<file path="src/rtl/sdram_port_arbiter.sv">
// Two-master arbiter/sequencer in front of the cache_ctrl user port.
// Grants one requester, issues a single rd/wr strobe, waits for hit or busy completion, returns done/err/rdata.
module sdram_port_arbiter #(
  parameter int W_ADDR     = 32,
  parameter int W_DATA     = 32,
  parameter int FIXED_PRIO = 0,
  parameter int TIMEOUT    = 1024
) (
  input  logic              clk,
  input  logic              rst_n,
  input  logic              m0_req,
  input  logic              m0_we,
  input  logic [W_ADDR-1:0] m0_addr,
  input  logic [W_DATA-1:0] m0_wdata,
  input  logic [3:0]        m0_mask,
  output logic              m0_done,
  output logic              m0_err,
  output logic [W_DATA-1:0] m0_rdata,
  input  logic              m1_req,
  input  logic              m1_we,
  input  logic [W_ADDR-1:0] m1_addr,
  input  logic [W_DATA-1:0] m1_wdata,
  input  logic [3:0]        m1_mask,
  output logic              m1_done,
  output logic              m1_err,
  output logic [W_DATA-1:0] m1_rdata,
  output logic              mem_rd_en,
  output logic              mem_wr_en,
  output logic [W_ADDR-1:0] mem_addr,
  output logic [W_DATA-1:0] mem_wdata,
  output logic [3:0]        mem_mask,
  input  logic              mem_busy,
  input  logic              mem_hit,
  input  logic [W_DATA-1:0] mem_rdata,
  output logic              owner
);

  localparam int CW        = (TIMEOUT > 0) ? $clog2(TIMEOUT + 1) : 1;
  localparam int TO_LAST_I = (TIMEOUT > 0) ? TIMEOUT - 1 : 0;
  localparam logic [CW-1:0] TO_LAST = CW'(TO_LAST_I);

  typedef struct packed {
    logic              we;
    logic [W_ADDR-1:0] addr;
    logic [W_DATA-1:0] wdata;
    logic [3:0]        mask;
  } req_t;

  typedef enum logic [2:0] {IDLE, ISSUE, WAIT_START, WAIT_DONE, DONE} state_t;

  state_t state, state_d;
  req_t   req_q, req_gnt;
  logic   owner_q, rr_last, err_q;
  logic   gnt_valid, gnt_sel;
  logic   fin, fin_err;
  logic [CW-1:0] cnt, cnt_d;
  logic [1:0][W_DATA-1:0] rdata_q;

  // rr_last holds the last granted port; ties go to the other one
  always_comb begin
    gnt_valid = m0_req | m1_req;
    if (m0_req && m1_req) gnt_sel = (FIXED_PRIO != 0) ? 1'b0 : !rr_last;
    else                  gnt_sel = !m0_req;
    req_gnt = gnt_sel ? req_t'{m1_we, m1_addr, m1_wdata, m1_mask}
                      : req_t'{m0_we, m0_addr, m0_wdata, m0_mask};
    req_gnt.addr = req_gnt.addr & ~W_ADDR'(3);
  end

  always_comb begin
    state_d = state;
    cnt_d   = cnt;
    fin     = 1'b0;
    fin_err = 1'b0;
    case (state)
      IDLE:  if (gnt_valid) state_d = ISSUE;
      ISSUE: begin
        cnt_d   = '0;
        state_d = WAIT_START;
      end
      WAIT_START, WAIT_DONE: begin
        if (state == WAIT_START && mem_busy) begin
          state_d = WAIT_DONE;
        end else if ((state == WAIT_START && !req_q.we && mem_hit) ||
                     (state == WAIT_DONE && !mem_busy)) begin
          state_d = DONE;
          fin     = 1'b1;
        end else if (TIMEOUT != 0 && cnt == TO_LAST) begin
          // this is the TIMEOUT-th counted wait cycle
          state_d = DONE;
          fin     = 1'b1;
          fin_err = 1'b1;
        end else begin
          cnt_d = cnt + CW'(1);
        end
      end
      DONE:    state_d = IDLE;
      default: state_d = IDLE;
    endcase
  end

  always_ff @(posedge clk or negedge rst_n) begin
    if (!rst_n) begin
      state   <= IDLE;
      cnt     <= '0;
      req_q   <= '0;
      owner_q <= 1'b0;
      rr_last <= 1'b1;
      err_q   <= 1'b0;
      rdata_q <= '0;
    end else begin
      state <= state_d;
      cnt   <= cnt_d;
      if (state == IDLE && gnt_valid) begin
        owner_q <= gnt_sel;
        req_q   <= req_gnt;
      end
      if (fin) begin
        err_q <= fin_err;
        if (fin_err)        rdata_q[owner_q] <= '0;
        else if (!req_q.we) rdata_q[owner_q] <= mem_rdata;
      end
      if (state == DONE) rr_last <= owner_q;
    end
  end

  always_comb begin
    mem_rd_en = (state == ISSUE) && !req_q.we;
    mem_wr_en = (state == ISSUE) &&  req_q.we;
    mem_addr  = req_q.addr;
    mem_wdata = req_q.wdata;
    mem_mask  = req_q.mask;
    owner     = owner_q;
    m0_done   = (state == DONE) && !owner_q;
    m1_done   = (state == DONE) &&  owner_q;
    m0_err    = m0_done && err_q;
    m1_err    = m1_done && err_q;
    m0_rdata  = rdata_q[0];
    m1_rdata  = rdata_q[1];
  end

endmodule

</file>
<file path="config.mk">
export PLATFORM = sky130hd
export DESIGN_NAME = sdram_port_arbiter
export DESIGN_NICKNAME = d
export VERILOG_FILES = /design/src/rtl/sdram_port_arbiter.sv
export SDC_FILE = /design/constraint.sdc
export NUM_CORES = 1
export LEC_CHECK = 0
export ABC_AREA = 1
export CAP_MARGIN = 10
export CORE_ASPECT_RATIO = 0.8
export CORE_MARGIN = 2
export CORE_UTILIZATION = 45
export CTS_CLUSTER_SIZE = 30
export DETAILED_ROUTE_END_ITERATION = 6
export DONT_BUFFER_PORTS = 1
export PLACE_DENSITY = 0.64
export SLEW_MARGIN = 20
export SYNTH_ARGS = -nofsm -noshare
export SYNTH_HDL_FRONTEND = slang
export SYNTH_SLANG_ARGS = --single-unit
</file>
<file path="constraint.sdc">
create_clock -name clk -period 4.9 [get_ports clk]
set_input_delay 0.98 -clock clk [delete_from_list [all_inputs] [get_ports clk]]
set_output_delay 0.98 -clock clk [all_outputs]
set_load 0.005 [all_outputs]
</file>
* Word-level counts from Yosys, hierarchy flattened
Index checks and enable logic that the tools add are counted.
** Word-level totals
- Bits in registers :: 148
- Memories :: 0
- Input port bits :: 176
- Bits in latches :: 0
- Bits in read-only memories :: 0
- Word-level logic and storage cells :: 76
- Memory bits (writable) :: 0
- Output and inout port bits :: 139
** Operators by class
- Eq/ne operators :: 11
- Bitwise operators :: 3
- $lt $le $gt $ge :: 2
- Divide/modulo/power cells :: 0
- Multiplexer cells :: 23
- Shift-type cells :: 0
- Reduce and logical (&&, ||, !) cells :: 25
- $add $sub $neg :: 1
- Multipliers :: 0
** Operators by type and width (number)
- $mux 64 :: 2
- $mux 69 :: 1
- $and 64x64->64 :: 1
- $bwmux 64 :: 1
- $not 64->64 :: 1
- $mux 11 :: 3
- $demux 32 s1 :: 1
- $mux 32 :: 1
- $pmux 11 s2 :: 1
- $logic_and 1x1->1 :: 13
- $mux 3 :: 4
- $add 11x1->11 const B :: 1
- $eq 11x10->1 const B :: 1
- $pmux 3 s3 :: 1
- $mux 1 :: 8
- $ne 2x2->1 const B :: 4
- $eq 3x2->1 const B :: 2
- $logic_not 1->1 :: 5
- $ne 4x4->1 const B :: 1
- $reduce_and 2->1 :: 2
- $reduce_and 4->1 :: 1
- $eq 3x1->1 const B :: 1
- $eq 3x3->1 const B :: 1
- $logic_not 3->1 :: 1
- 7 further kinds :: 7

* Longest topological paths before layout
- Depth after elaboration :: 9
- Depth in mapped cells :: 13

* Least setup slack after synthesis
No wires, ideal clock.
- Kind :: reg2out
- Start point :: register owner_q, in the netlist owner
- End point :: output port m1_err
- Arrival :: 1431 ps
- Path slack :: 2489 ps
- Data required time :: 3920 ps
- Stages on the path, launching flop included :: 6
- Cell sequence :: dfrtp_1 clkbuf_1 clkbuf_1 buf_1 inv_1 nor3_1
** Between the ends
- Cells in the longest elaborated chain, start to end :: 2
** Ends and longest elaborated chain
- from (decl) :: line 53 : logic owner_q, rr_last, err_q;
- from (signal assigned) :: line 114 : owner_q <= gnt_sel;
- $logic_and 1x1->1 :: line 134 : m1_done = (state == DONE) && owner_q;
- $logic_and 1x1->1 :: line 136 : m1_err = m1_done && err_q;
- to (decl) :: line 25 : output logic m1_err,
Every way passes these cells.

* Final worst setup path
- Start point :: register cnt[0]
- End point :: register rdata_q (netlist bit m1_rdata[21])
** Between the ends
- Cells in the longest elaborated chain, start to end :: 7
- Elaborated cells on any way between the ends :: 11
- Those cells by class :: eq/ne (2); mux (8); reduce/logical (1)
** Ends and longest elaborated chain
- from (decl) :: line 56 : logic [CW-1:0] cnt, cnt_d;
- from (signal assigned) :: line 112 : cnt <= cnt_d;
- $eq 11x10->1 * :: line 87 : end else if (TIMEOUT != 0 && cnt == TO_LAST) begin
- $mux 1 * :: line 87
- $mux 1 :: line 83 : end else if ((state == WAIT_START && !req_q.we && mem_hit) ||
- $mux 1 :: line 81 : if (state == WAIT_START && mem_busy) begin
- $mux 1 :: line 74 : case (state)
- $ne 2x1->1 (no source line)
- $reduce_and 2->1 (no source line)
- to (signal, indexed assignment) :: line 120 : else if (!req_q.we) rdata_q[owner_q] <= mem_rdata;
- to (decl) :: line 57 : logic [1:0][W_DATA-1:0] rdata_q;
Every way passes the cells marked *; elsewhere a longest branch is shown, timed or not.
A chain may end at the register's enable or synchronous reset.

==> impl_metrics.toml <==
[status]
status = "complete, no violations"

[global_routing]
grt_pass1_wl_um = 33800
grt_usage_pct = 22.7
antenna_found_initial = 1
grt_pass1_vias = 6104
grt_overflow = 0
grt_max_degree = 149

[drt]
routedWlPerCell_um = 18.0
drcViolationCount = 0
drt_first_pass_iters = 5
ant_nets = 0
totalWireLength_um = 22000
vias = 6670
avgViaCountPerCell = 5.46
drt-initial-drc-count = 548

[sta]
final.setup_skew_ps = 15.2
max_freq_ghz = 0.278
relSlewSlack_pct = 32.1
rsz0062_at_grt = "false"
finalSetupTns_ps = 0
holdWs_ps = 242
final_max_slew_viol_count = 0
post-route-period-util_pct = 73.4
fin_crit_ps = 3600
tightest_slew_ps = 1010
layout_setup_ws_ps = 1300
setup_violations = 0
hold_viol_final = 0

[clock_network]
hold_buffers = 0
clock_latency_ps = 430
post_cts_buffers = 0
cts.path.max_buffers = 2
cts-root-buf = "clkbuf_16"
numCtsBuffers = 17
cts.htree.levels = 4
tritoncts = "yes"
clkTransAtPathRegs_ps = 70
cts_resized = 0
cts_num_sinks = 148

[worst_setup_path]
worst-setup-path-type = "reg2reg"
crit_path_top_delay_cell = "clkinv_1"
cp.arrival_ps = 3900
timing.rr.start = "cnt[0]"
crit_fanout = 36
cp_slowest_stage_delay_ps = 800
start_kind = "flop"
crit_path_end_kind = "flop"
cp.buffers_inverters = 2
crit_chain = "ha_1 > nand2_1 > nor2_2 > nand3_1 > nor2_4 > buf_4 > nand3_4 > nand2_2 > clkinv_1 > nand3_1 > nand2_1"
crit_start = "cnt[0]"
crit_family = "simple AND/OR/NAND/NOR gates"
critPathRequiredTime_ps = 5200

[die]
die_width_um = 154
row_count = 43
fp.coreArea_mm2 = 0.0175
dieArea_mm2 = 0.0191
initial_core_util_pct = 46.4
die_y_um = 124
ioPinCount = 315

[power]
power.density_mw_per_mm2 = 647
leakage_nw = 4.19
worst_ir_drop_vdd_uv = 235

[run]
maxCapViolCount = 0

[placement]
dp.cells = 1189
io_buffers = 0
dp_hpwl_um = 14000
place_ws_ps = 1180
gp_congestion = 0.832

[logic_synthesis]
avgSynthCellArea_um2 = 7.41
synth-seq-cells = 148
syn_area_mm2 = 0.00811
synth_cell_types = 29
ys_seq_area_share_pct = 45.7
netlist_instances = 1094
yosys_warnings = 0

[cells_and_area]
area_growth_syn_to_layout_pct = 2.47
postLayoutCoreUtil_pct = 47.5
drive_gt1_share_pct = 5.82
stdcell_count = 1222
fin_nets = 1160

[min_path]
hold_class = "in2async"
## worst paths after layout
path,cells after the start,slack [ps],endpoint
worst max-delay path,11,1300,m1_rdata[21]
worst min-delay path,0,240,mem_addr[22]
worst max register to register,11,1300,m1_rdata[21]
worst min register to register,2,480,rr_last
max in group asynchronous,0,4410,m0_rdata[12]
min in group clk,2,480,rr_last
## area by class of cell
cell class,instances,area [um^2]
Fill cell,1697,9180
Sequential cell,148,3710
Multi-Input combinational cell,718,3260
Clock buffer,19,443
Inverter,86,323
Tap cell,225,282
Clock inverter,13,195
Timing Repair Buffer,12,103
Antenna cell,1,2.50
## through the flow
step	total power, mW	area (um^2)
6_report	5.38	8310
5_1_grt	5.81	8310
4_1_cts	5.42	8310
3_5_place_dp	3.99	7670
3_3_place_gp	3.94	7670
2_1_floorplan	3.83	8110
## cells in the final DEF (no fill, tap or decap), types with 2 or more instances in the layout
master / count
nand2_1: 252
o21ai_0: 208
dfrtp_1: 146
nor2_1: 116
inv_1: 81
nand3_1: 75
nand4_1: 33
clkbuf_16: 17
buf_4: 11
nor3_1: 7
a21oi_1: 5
nor2_4: 4
bufinv_16: 4
inv_2: 3
nand2_2: 3
o31ai_1: 3
inv_6: 3
clkinv_1: 2
nor3b_1: 2
conb_1: 2
clkinvlp_4: 2
clkinv_4: 2
## cells in the mapped netlist, drive strengths merged
cell type  number  area share (%)
nand2         255              12
o21ai         208              13
dfrtp         147              45
nor2          121             5.7
buf            89             8.1
inv            86             4.0
nand3          76             4.8
clkbuf         54             2.5
nand4          33             2.5
nor3            7            0.43
a21oi           6            0.51
o31ai           3            0.28
nor3b           2            0.19
conb            1           0.046
dfstp           1            0.32
ha              1            0.15
o21a            1           0.093
o22ai           1           0.077
xnor2           1            0.11
xor2            1            0.11
## layer usage
| metal | share of wire (%) | GRT usage (%) | wire [um] | vias to the layer above |
|---|---|---|---|---|
| li1 | - | - | - | 3237 |
| met2 | 46 | 34.6 | 10200 | 250 |
| met3 | 7.7 | 6.99 | 1700 | 31 |
| met1 | 44 | 30.9 | 9720 | 3152 |
| met4 | 1.9 | 7.42 | 419 | 0 |
| met5 | 0 | 0 | 0 | - |
## report_power, final
part	switching, mW	leakage [nW]	internal (mW)
Clock	0.544	0.306	0.875
Combinational	1.14	2.02	0.494
Sequential	0.532	1.87	1.79
Total	2.22	4.19	3.16
## logic make-up after synthesis
logic type / count (synthesis) / share of synthesized area (%)
other: 1 / 0.0462
xor gates and xnor gates: 2 / 0.216
and+or+nand+nor: 494 / 25.6
AOI/OAI and AO/OA: 219 / 13.8
buffers and inverters: 229 / 14.5
DFF: 148 / 45.7
adders and majority gates: 1 / 0.154
## flip-flops by register name (all words and copies together), names as in the netlist
| name | cells |
|---|---|
| rr_last | 1 |
| cnt | 11 |
| mem_addr | 30 |
| m0_rdata | 32 |
| mem_mask | 4 |
| state | 3 |
| owner | 1 |
| err_q | 1 |
| mem_wdata | 32 |
| m1_rdata | 32 |
| req_q | 1 |
No activity file was read; power rests on OpenSTA's default activity.
